**src/rtl/hack_alu.sv**
```systemverilog
// hack_alu: registered 16-bit Hack ALU.
// Operands pass through the zero/invert stages, then through an add or an AND,
// and finally through an optional output invert. The result and its zero and
// negative flags are captured in an output register, so latency is one cycle.
module hack_alu (
  input  logic        clk,
  input  logic        reset,
  input  logic [15:0] x,
  input  logic [15:0] y,
  input  logic        zx,
  input  logic        nx,
  input  logic        zy,
  input  logic        ny,
  input  logic        f,
  input  logic        no,
  input  logic        in_valid,
  output logic [15:0] out,
  output logic        zr,
  output logic        ng,
  output logic        out_valid
);

  // Operand conditioning stages, one signal per stage of the ALU.
  logic [15:0] xa;
  logic [15:0] xb;
  logic [15:0] ya;
  logic [15:0] yb;
  logic [15:0] and_r;
  logic [15:0] sum_r;
  logic [15:0] fn_r;
  logic [15:0] res;

  // Next-state values for the output register.
  logic [15:0] out_next;
  logic        zr_next;
  logic        ng_next;

  // Output register state.
  logic [15:0] out_reg;
  logic        zr_reg;
  logic        ng_reg;
  logic        valid_reg;

  // Per-bit zero/invert stages, the AND function, function select and the
  // final invert. Zeroing happens before inversion, so zx=1,nx=1 gives all ones.
  genvar gi;
  generate
    for (gi = 0; gi < 16; gi++) begin : g_bit
      assign xa[gi]    = x[gi] & ~zx;
      assign xb[gi]    = xa[gi] ^ nx;
      assign ya[gi]    = y[gi] & ~zy;
      assign yb[gi]    = ya[gi] ^ ny;
      assign and_r[gi] = xb[gi] & yb[gi];
      assign fn_r[gi]  = f ? sum_r[gi] : and_r[gi];
      assign res[gi]   = fn_r[gi] ^ no;
    end
  endgenerate

  // Modulo 2^16 addition; the carry out is intentionally dropped.
  assign sum_r = xb + yb;

  // Flags are taken from the final result, after the output invert.
  always_comb begin
    out_next = res;
    zr_next  = (res == 16'h0000);
    ng_next  = res[15];
  end

  // Output register: reset wins, a valid operation loads, otherwise hold data
  // and drop the valid strobe.
  always_ff @(posedge clk) begin
    if (reset) begin
      out_reg   <= 16'h0000;
      zr_reg    <= 1'b1;
      ng_reg    <= 1'b0;
      valid_reg <= 1'b0;
    end else begin
      valid_reg <= in_valid;
      if (in_valid) begin
        out_reg <= out_next;
        zr_reg  <= zr_next;
        ng_reg  <= ng_next;
      end
    end
  end

  assign out       = out_reg;
  assign zr        = zr_reg;
  assign ng        = ng_reg;
  assign out_valid = valid_reg;

endmodule

```
**config.mk**
```make
export PLATFORM = sky130hd
export DESIGN_NAME = hack_alu
export DESIGN_NICKNAME = d
export VERILOG_FILES = /design/src/rtl/hack_alu.sv
export SDC_FILE = /design/constraint.sdc
export NUM_CORES = 1
export LEC_CHECK = 0
export CORE_ASPECT_RATIO = 2
export CORE_UTILIZATION = 46
export DETAILED_ROUTE_END_ITERATION = 10
export PLACE_DENSITY = 0.76
export SYNTH_ARGS = -nofsm -noshare
export SYNTH_HDL_FRONTEND = slang
export SYNTH_SLANG_ARGS = --single-unit
```
**constraint.sdc**
```tcl
create_clock -name clk -period 4.3 [get_ports clk]
set_clock_uncertainty 0.1 [all_clocks]
set_input_delay 1.075 -clock clk [delete_from_list [all_inputs] [get_ports clk]]
set_output_delay 1.075 -clock clk [all_outputs]
set_load 0.005 [all_outputs]
```
[Word level (Yosys, flattened, before mapping)]
Cells that the tools add are included.
Widths: inputs -> output; s select.
Operators by class
  add/sub/neg operators: 1
  muxes and demuxes: 16
  bitwise logic cells: 98
  reductions and logical operators: 1
Operators by type and width (count)
  $and 1x1->1: 48
  $xor 1x1->1: 48
  $add 16x16->16: 1
  $logic_not 16->1: 1
  $mux 1: 16
  $not 1->1: 2
Word-level totals
  register bits after elaboration: 19
  output and inout port bits: 19
  logic and storage cells: 120

[Depth between registers and ports, before layout]
Gate-level depths: netlist of the first run.
  depth after elaboration: 7
  mapped depth: 13
  mapped depth without buffers: 12

[Worst setup path before layout of the first run]
No wires, ideal clock.
  path type: in2reg
  start: input port nx
  end: register zr_reg, in the netlist zr
  library setup time: 0.123 ns
  data arrival time: 4.055 ns
  required time: 4.077 ns
  path slack: 0.022 ns
  cell stages on the path: 12
  buffers on the path: 2
  cell sequence: clkbuf_1 -> clkbuf_1 -> xnor2_1 -> fa_1 -> a211oi_2 -> o21ai_1 -> a41oi_2 -> nor4b_1 -> a311oi_1 -> and4bb_1 -> a311oi_1 -> nor3_1
Between the ends
  longest elaborated chain between the ends: 5
  elaborated cells on any way between the ends: 66
  those cells by class: add/sub: 1; mux: 16; bitwise: 48; reduce/logical: 1
Ends and longest elaborated chain
  from (decl): RTL line 11  | input logic nx,
  $xor 1x1->1: RTL line 50  | assign xb[gi] = xa[gi] ^ nx;
  $add 16x16->16 / $and 1x1->1 (equally long branches): RTL line 60, 53
  $mux 1: RTL line 54  | assign fn_r[gi] = f ? sum_r[gi] : and_r[gi];
  $xor 1x1->1: RTL line 55  | assign res[gi] = fn_r[gi] ^ no;
  $logic_not 16->1 (*): RTL line 65  | zr_next = (res == 16'h0000);
  to (signal assigned): RTL line 81  | zr_reg <= zr_next;
  to (decl): RTL line 40  | logic zr_reg;
Mark *: on every way between the ends. The rest lies on a longest branch, timed or not.
A chain may end at the register's enable or synchronous reset.

[Worst setup path in the final report of the first run]
Same ends and word-level chain as after synthesis.

==> impl_summary.txt, run 1 <==
----------------------------------------------------
[Critical path]
  Delay of the slowest critical-path stage ... 570 ps
  Worst path arrival time ... between 4000 and 5000 ps
  Critical Path Sink Type ... flop
  Critical Path, Cell by Cell ... clkdlybuf4s50_1, buf_4, xnor2_1, ha_1, buf_4, o211ai_2, o211ai_2, a211oi_1, o41ai_1, nand2b_1, and4bb_1, a311oi_1, nor3_1
  Critical setup path kind ... primary input to flop
  Data required time at the worst endpoint ... between 4000 and 5000 ps
  Peak fanout along the critical path ... 12
  Slowest-stage cell, CP ... sky130_fd_sc_hd__clkdlybuf4s50_1
  Element type at the critical path start ... primary input

[CTS]
  Later-pin clock latency in the skew report ... around 250 ps
  Clock Path Buffers ... 2
  Post-CTS Setup Inserts ... 0
  TritonCTS clock tree ... done
  Clock-pin slew of the registers on the worst-case setup and hold paths ... about 60 ps
  CTS buffer count ... 3
  Sink count of the clock tree ... 18
  H-tree level count ... 1
  Root cell of the clock tree ... sky130_fd_sc_hd__clkbuf_8

[Synth]
  Largest family of logic cells by synthesized area ... simple AND/OR/NAND/NOR gates
  Area share of xor/xnor cells in the synthesized design ... between 15 and 20%
  Cell count after synthesis ... 328
  Post-synthesis simple-gate area fraction ... between 20% and 30%
  Sequential-to-total area share from yosys stat ... 14.1%
  Multiplexer share of the synthesized area ... 4.88%
  EDFF count, synth ... 0
  Area of the mapped netlist ... 2560 sq um
  Syn Area/Cell ... 7.82 sq um
  Yosys cell types ... about 60
  Number of warning messages in the yosys log ... 0
  Syn_nets ... 386
  Seq cells post-synth ... 18
  Async set-or-reset flop fraction in the synthesized netlist ... 0%
  Most used DFF post-synth ... sky130_fd_sc_hd__dfxtp_1
  Share of the synthesized area in compound gates (AO/OA/AOI/OAI) ... roughly 23%
  Area share of fa/ha/maj cells after synthesis ... 8.59%

[Final layout]
  Number of inserted filler cells in the final layout ... 461
  Number of nets in the final layout ... 471
  Post-layout instance count excluding filler cells ... between 400 and 500
  Area delta synth->final ... 37.2%
  Total inserted antenna cells ... 0
  Number of flip-flops under the largest register name ... 16
  Share of layout cells above drive strength 1 ... 16.1%

[Drt]
  Vias per std cell ... 5.73
  DRC errors left ... 0
  Count of vias placed by the detailed router ... between 2k and 3k
  Routed wire length ... about 6.5 mm
  Drt pass-1 iters ... 4
  Number of nets with antenna violations after routing ... 0
  Drt wl/cell ... 13.9 um
  Initial detailed-routing violation count ... 41

[STA]
  Maximum clock rate ... 240 MHz
  Remaining max-slew budget at the tightest pin ... between 50% and 60%
  Slew of the pin with the lowest slew margin ... 623 ps
  Min cycle time layout ... ~4200 ps
  Final setup violation count ... 0
  Final slew viol count ... 0
  Share of the cycle needed by the critical path after routing ... a little over nine tenths
  Worst hold slack across all endpoints ... 388 ps
  Final number of hold-violating endpoints ... 0

[Power and ir drop]
  Part of the total power dissipated in the clock network ... 11.5%
  Combinational group share of total power ... roughly 69%
  Reported leakage power ... 1.43 nW
  Max IR drop VDD ... 254 uV
  Power per cell area ... 285 nW/um^2
  Cell-internal power ... around 0.61 mW
  Portion of total power attributed to sequential cells ... 20.0%
  Sw power ... ~0.39 mW
  Share of total power consumed by net switching ... 39.1%

[Global route]
  Met2 GRT Util ... 46.5%
  Maximum number of pins on one net before global-route repair ... 19
  Met1 routing resource usage after global routing ... roughly 23%
  Via count of the first global-routing pass ... around 2.6k
  GR Layer Usage met3 ... 0.706%
  Remaining global-route overflow ... 0
  Overall Global Routing Usage ... 24.4%
  Layer with the highest usage after global routing ... met2
  Initial antenna violation count ... 0
  Global-route wire length before repair ... 11.0 mm

[Floorplanning]
  Area of the core ... 5370 sq um
  Row count ... 38
  Die W ... roughly 55 um
  Starting density of the core ... 47.7%
  Chip height ... 108 um
  Total die area ... 5890 sq um
  I/O pin cnt ... 60

[Job]
  Max-Cap Viols ... 0

[Placed design]
  Placed Cells incl. Taps ... 468
  Count of buffers inserted at the top-level ports ... 59
  Detailed-placement wirelength estimate ... 5.53 mm
  Placer's final routability congestion estimate ... 0.868

[Status]
  Status ... complete, no violations

[Worst hold path]
  Min-Delay Path Class ... flop to flop

----------------------------------------------------
## per-stage QoR
step | power, mW | util, % | setup TNS, ps | cell area [sq um] | worst slack (ps)
2_1_floorplan | 0.626 | - | 0 | 2560 | 22.0
3_3_place_gp | 0.858 | 63.9 | -98.4 | 3430 | -98.4
3_5_place_dp | 0.877 | 63.9 | -273 | 3430 | -264
4_1_cts | 0.994 | 64.7 | 0 | 3470 | 10.0
5_1_grt | 1.08 | 65.5 | -2.54 | 3520 | -2.54
6_report | 1.00 | 65.5 | 0 | 3520 | 129
## cell type report
class	count	area (sq um)	share of cell area, %
multi-input cells	279	2090	59.4
repair buffers	102	916	26.0
flip-flops and latches	18	360	10.2
well taps	60	75.1	2.13
clock buffers	3	41.3	1.17
inverters	9	33.8	0.961
## path summary, 6_finish.rpt
| path | start | to | slack [ps] | depth (start not counted) |
|---|---|---|---|---|
| worst min register to register | out[2] | out[2] | 390 | 2 |
| worst max-delay path | nx | zr | 130 | 13 |
| worst max register to register | zr | zr | 3070 | 4 |
| worst min-delay path | out[2] | out[2] | 390 | 2 |
## power by group through the flow
stage / sequential (mW) / combinational, mW / clock (mW)
CTS: 0.201 / 0.675 / 0.119
global placement: 0.203 / 0.655 / 0
finish: 0.200 / 0.688 / 0.115
floorplan: 0.205 / 0.421 / 0
global route: 0.203 / 0.753 / 0.125
detailed placement: 0.204 / 0.673 / 0
## cell usage after synthesis, types with 4 or more instances
master,number,share of area [%]
sky130_fd_sc_hd__nor2_1,28,4.1
sky130_fd_sc_hd__a21oi_1,12,2.3
sky130_fd_sc_hd__inv_1,7,1.0
sky130_fd_sc_hd__nor3b_1,4,1.2
sky130_fd_sc_hd__nor3_1,11,2.1
sky130_fd_sc_hd__o21ai_1,4,0.78
sky130_fd_sc_hd__nand4_1,4,0.98
sky130_fd_sc_hd__o21ai_0,5,0.98
sky130_fd_sc_hd__a21o_1,8,2.3
sky130_fd_sc_hd__nand3_1,7,1.4
sky130_fd_sc_hd__a211oi_1,7,2.0
sky130_fd_sc_hd__a31oi_1,6,1.5
sky130_fd_sc_hd__mux2i_1,11,4.3
sky130_fd_sc_hd__ha_1,16,7.8
sky130_fd_sc_hd__nand2b_1,35,8.5
sky130_fd_sc_hd__buf_4,4,1.2
sky130_fd_sc_hd__clkbuf_1,8,1.2
sky130_fd_sc_hd__a211oi_2,4,2.0
sky130_fd_sc_hd__xnor2_1,50,17
sky130_fd_sc_hd__nor2b_1,5,1.2
sky130_fd_sc_hd__buf_2,5,0.98
sky130_fd_sc_hd__nand2_1,13,1.9
sky130_fd_sc_hd__dfxtp_1,18,14
## placed cells by master, fill, tap and decap left out, types with 2 or more instances in the layout
cell type / n
sky130_fd_sc_hd__clkdlybuf4s50_1: 58
sky130_fd_sc_hd__xnor2_1: 49
sky130_fd_sc_hd__buf_4: 43
sky130_fd_sc_hd__nand2b_1: 35
sky130_fd_sc_hd__nor2_1: 28
sky130_fd_sc_hd__dfxtp_1: 18
sky130_fd_sc_hd__ha_1: 16
sky130_fd_sc_hd__nand2_1: 13
sky130_fd_sc_hd__a21oi_1: 12
sky130_fd_sc_hd__mux2i_1: 11
sky130_fd_sc_hd__nor3_1: 9
sky130_fd_sc_hd__a21o_1: 8
sky130_fd_sc_hd__inv_1: 7
sky130_fd_sc_hd__nand3_1: 7
sky130_fd_sc_hd__a211oi_1: 7
sky130_fd_sc_hd__a31oi_1: 6
sky130_fd_sc_hd__o21ai_1: 5
sky130_fd_sc_hd__nor2b_1: 5
sky130_fd_sc_hd__nand4_1: 4
sky130_fd_sc_hd__o21ai_0: 4
sky130_fd_sc_hd__nor3b_1: 4
sky130_fd_sc_hd__a211oi_2: 3
sky130_fd_sc_hd__a211o_1: 3
sky130_fd_sc_hd__nand3b_1: 3
sky130_fd_sc_hd__and3_1: 3
sky130_fd_sc_hd__clkbuf_8: 3
sky130_fd_sc_hd__o211ai_2: 2
sky130_fd_sc_hd__a311oi_1: 2
sky130_fd_sc_hd__and4b_1: 2
sky130_fd_sc_hd__o21bai_1: 2
sky130_fd_sc_hd__or3_1: 2
sky130_fd_sc_hd__o2111ai_1: 2
sky130_fd_sc_hd__and2_1: 2
sky130_fd_sc_hd__nor3_2: 2
## layer usage
layer	vias to the layer above	wire length (um)	part of all wire [%]
li1	1335	-	-
met1	1238	2290	35
met2	93	3680	56
met3	32	153	2.3
met4	0	400	6.1
met5	-	0	0
## worst max-delay path, delay by kind of cell
kind	cells	cell delay (ps)
compound gates	5	1150
buf+inv	3	1020
simple gates	3	500
fa+ha+maj	1	360
xor+xnor	1	100
## cell families (layout without fill, tap and decap cells)
logic type,count (synthesis),count (layout)
AO/OA/AOI/OAI,76,76
flip-flops,18,18
adder cells (fa/ha/maj),17,17
XOR/XNOR,51,51
buffers and inverters,31,114
multiplexers,12,12
AND/OR/NAND/NOR,123,123
## timing repair
item / CTS / global route
hold buffers: 0 / 0
resized for setup: 0 / 10
endpoints found under the setup margin: 0 / 1
No activity file was read; power rests on OpenSTA's default activity.
==> run 2: changes to the inputs <==
--- a/config.mk
+++ b/config.mk
@@ -8,7 +8,9 @@
 export CORE_ASPECT_RATIO = 2
 export CORE_UTILIZATION = 46
 export DETAILED_ROUTE_END_ITERATION = 10
+export GPL_TIMING_DRIVEN = 0
 export PLACE_DENSITY = 0.76
+export RECOVER_POWER = 50
 export SYNTH_ARGS = -nofsm -noshare
 export SYNTH_HDL_FRONTEND = slang
 export SYNTH_SLANG_ARGS = --single-unit
==> run 2 against run 1 <==
Worst setup slack improved by 4.4 ps. Global-route usage is 1.5 points lower. Highest routed layer unchanged. Critical path type unchanged. Worst hold slack worse by 8.1 ps.
==> impl_summary.txt, run 2 (synthesis results as in run 1) <==
----------------------------------------------------
[STA]
  Maximum clock rate ... 240 MHz
  Share of the cycle needed by the critical path after routing ... 96.9%
  Worst hold slack across all endpoints ... about 380 ps
  Setup repair after global routing missed its margin ... no
  Final setup violation count ... 0
  Post-layout worst setup margin ... approximately 130 ps
  Final number of hold-violating endpoints ... 0
  Slew of the pin with the lowest slew margin ... 647 ps
  Final slew viol count ... 0
  Min cycle time layout ... 4170 ps
  Remaining max-slew budget at the tightest pin ... 56.9%
  Final sum of negative setup slack ... 0 ps

[Drt]
  Initial detailed-routing violation count ... 52
  Number of nets with antenna violations after routing ... 0
  Routed wire length ... 6.33 mm
  Vias per std cell ... 5.76
  Drt pass-1 iters ... 5
  Drt wl/cell ... 14.1 um
  Count of vias placed by the detailed router ... 2580
  DRC errors left ... 0

[Placed design]
  Count of buffers inserted at the top-level ports ... 54
  Placer's final routability congestion estimate ... roughly 0.9
  Detailed-placement wirelength estimate ... approximately 5.3 mm
  DP Worst Slack ... -686 ps

[Global route]
  Initial antenna violation count ... 0
  Overall Global Routing Usage ... a little under a quarter
  Remaining global-route overflow ... 0
  Global-route wire length before repair ... 10.2 mm
  Via count of the first global-routing pass ... around 2.4k
  Maximum number of pins on one net before global-route repair ... 11

[Power and ir drop]
  Max IR drop VDD ... 260 uV
  Power per cell area ... approximately 290 nW/um^2
  Reported leakage power ... 1.35 nW

[CTS]
  Root cell of the clock tree ... sky130_fd_sc_hd__clkbuf_8
  Sink count of the clock tree ... 18
  Clock-pin slew of the registers on the worst-case setup and hold paths ... 70 ps
  Later-pin clock latency in the skew report ... 260 ps
  Hold buffer count at CTS ... 0
  TritonCTS clock tree ... done
  Clock Path Buffers ... 2
  CTS buffer count ... 3
  H-tree level count ... 1

[Final layout]
  Util after Layout ... 61.7%
  Combined flip-flop and latch cell area ... roughly 360 sq um
  Area delta synth->final ... 29.3%
  Share of layout cells above drive strength 1 ... roughly 11%
  Number of nets in the final layout ... ~450
  Multi-input gate area in the final layout ... roughly 2100 sq um
  Number of inserted filler cells in the final layout ... 508
  Commonest non-fill, non-tap cell in the layout ... sky130_fd_sc_hd__xnor2_1
  Total inserted antenna cells ... 0
  Most frequent cells in the layout ... sky130_fd_sc_hd__xnor2_1 (48), sky130_fd_sc_hd__nand2b_1 (35), sky130_fd_sc_hd__clkdlybuf4s50_1 (35)
  Number of flip-flops under the largest register name ... 16

[Floorplanning]
  Area of the core ... 5370 sq um
  I/O pin cnt ... 60
  Total die area ... 5890 sq um
  Chip height ... roughly 110 um
  Starting density of the core ... 47.7%
  Row count ... 38
  Die W ... between 50 and 60 um

[Critical path]
  Element type at the critical path start ... primary input
  Worst path arrival time ... 4220 ps
  Peak fanout along the critical path ... 10
  Critical setup path kind ... primary input to flop
  Critical Path Sink Type ... flop
  Data required time at the worst endpoint ... 4350 ps

[Status]
  Status ... complete, no violations

[Job]
  Max-Cap Viols ... 0

[Worst hold path]
  Min-Delay Path Class ... flop to flop

----------------------------------------------------
==> run 2: worst max-delay path: stages <==
cell and delay [ps]:
sky130_fd_sc_hd__clkbuf_1 360, sky130_fd_sc_hd__clkbuf_2 420, sky130_fd_sc_hd__xnor2_1 140, sky130_fd_sc_hd__ha_1 290, sky130_fd_sc_hd__buf_2 170, sky130_fd_sc_hd__o211a_1 230
sky130_fd_sc_hd__o21ai_1 200, sky130_fd_sc_hd__nor3_1 80, sky130_fd_sc_hd__a2111oi_0 440, sky130_fd_sc_hd__nand3_1 220, sky130_fd_sc_hd__and4bb_1 250, sky130_fd_sc_hd__a311oi_1 250
sky130_fd_sc_hd__nor3_1 80
==> run 2: where the power goes <==
part,internal (mW),leakage (nW),total (mW),switching (mW)
Clock,0.0816,0.0288,0.142,0.0602
Combinational,0.293,1.17,0.605,0.312
Sequential,0.189,0.149,0.199,0.00994
Total,0.564,1.35,0.946,0.382
==> run 2: stage by stage <==
stage | cells | instance area, sq um | total power [mW]
after floorplan | 328 | 2560 | 0.626
after global placement | 442 | 3180 | 0.774
after detailed placement | 442 | 3180 | 0.786
after CTS | 448 | 3270 | 0.939
after global routing | 448 | 3310 | 1.02
final | 448 | 3310 | 0.946
==> run 2: worst paths after layout <==
path | cells after the start | to | slack, ps | start
setup / recovery | 13 | zr | 130 | nx
hold / removal | 2 | out[2] | 380 | out[2]
setup reg to reg | 4 | zr | 3060 | zr
hold reg to reg | 2 | out[2] | 380 | out[2]
==> run 2: area by class of cell <==
cell class              instances  share of cell area [%]
clock buffers                   4                    1.66
plain buffers                  22                    3.78
inverters                       9                    1.02
well taps                      60                    2.27
repair buffers                 56                    16.9
flip-flops and latches         18                    10.9
multi-input cells             279                    63.5
==> run 2: timing repair <==
item | CTS | global route
pin swaps | 2 | 2
gates resized for setup | 8 | 12
setup buffers | 2 | 0
setup endpoints to repair | 2 | 3
==> run 2: per-layer routing <==
metal	track usage, %	vias up	part of all wire [%]
li1	-	1290	-
met1	21.2	1196	35
met2	44.8	73	58
met3	0.141	21	2.2
met4	13.0	0	4.8
met5	0	-	0
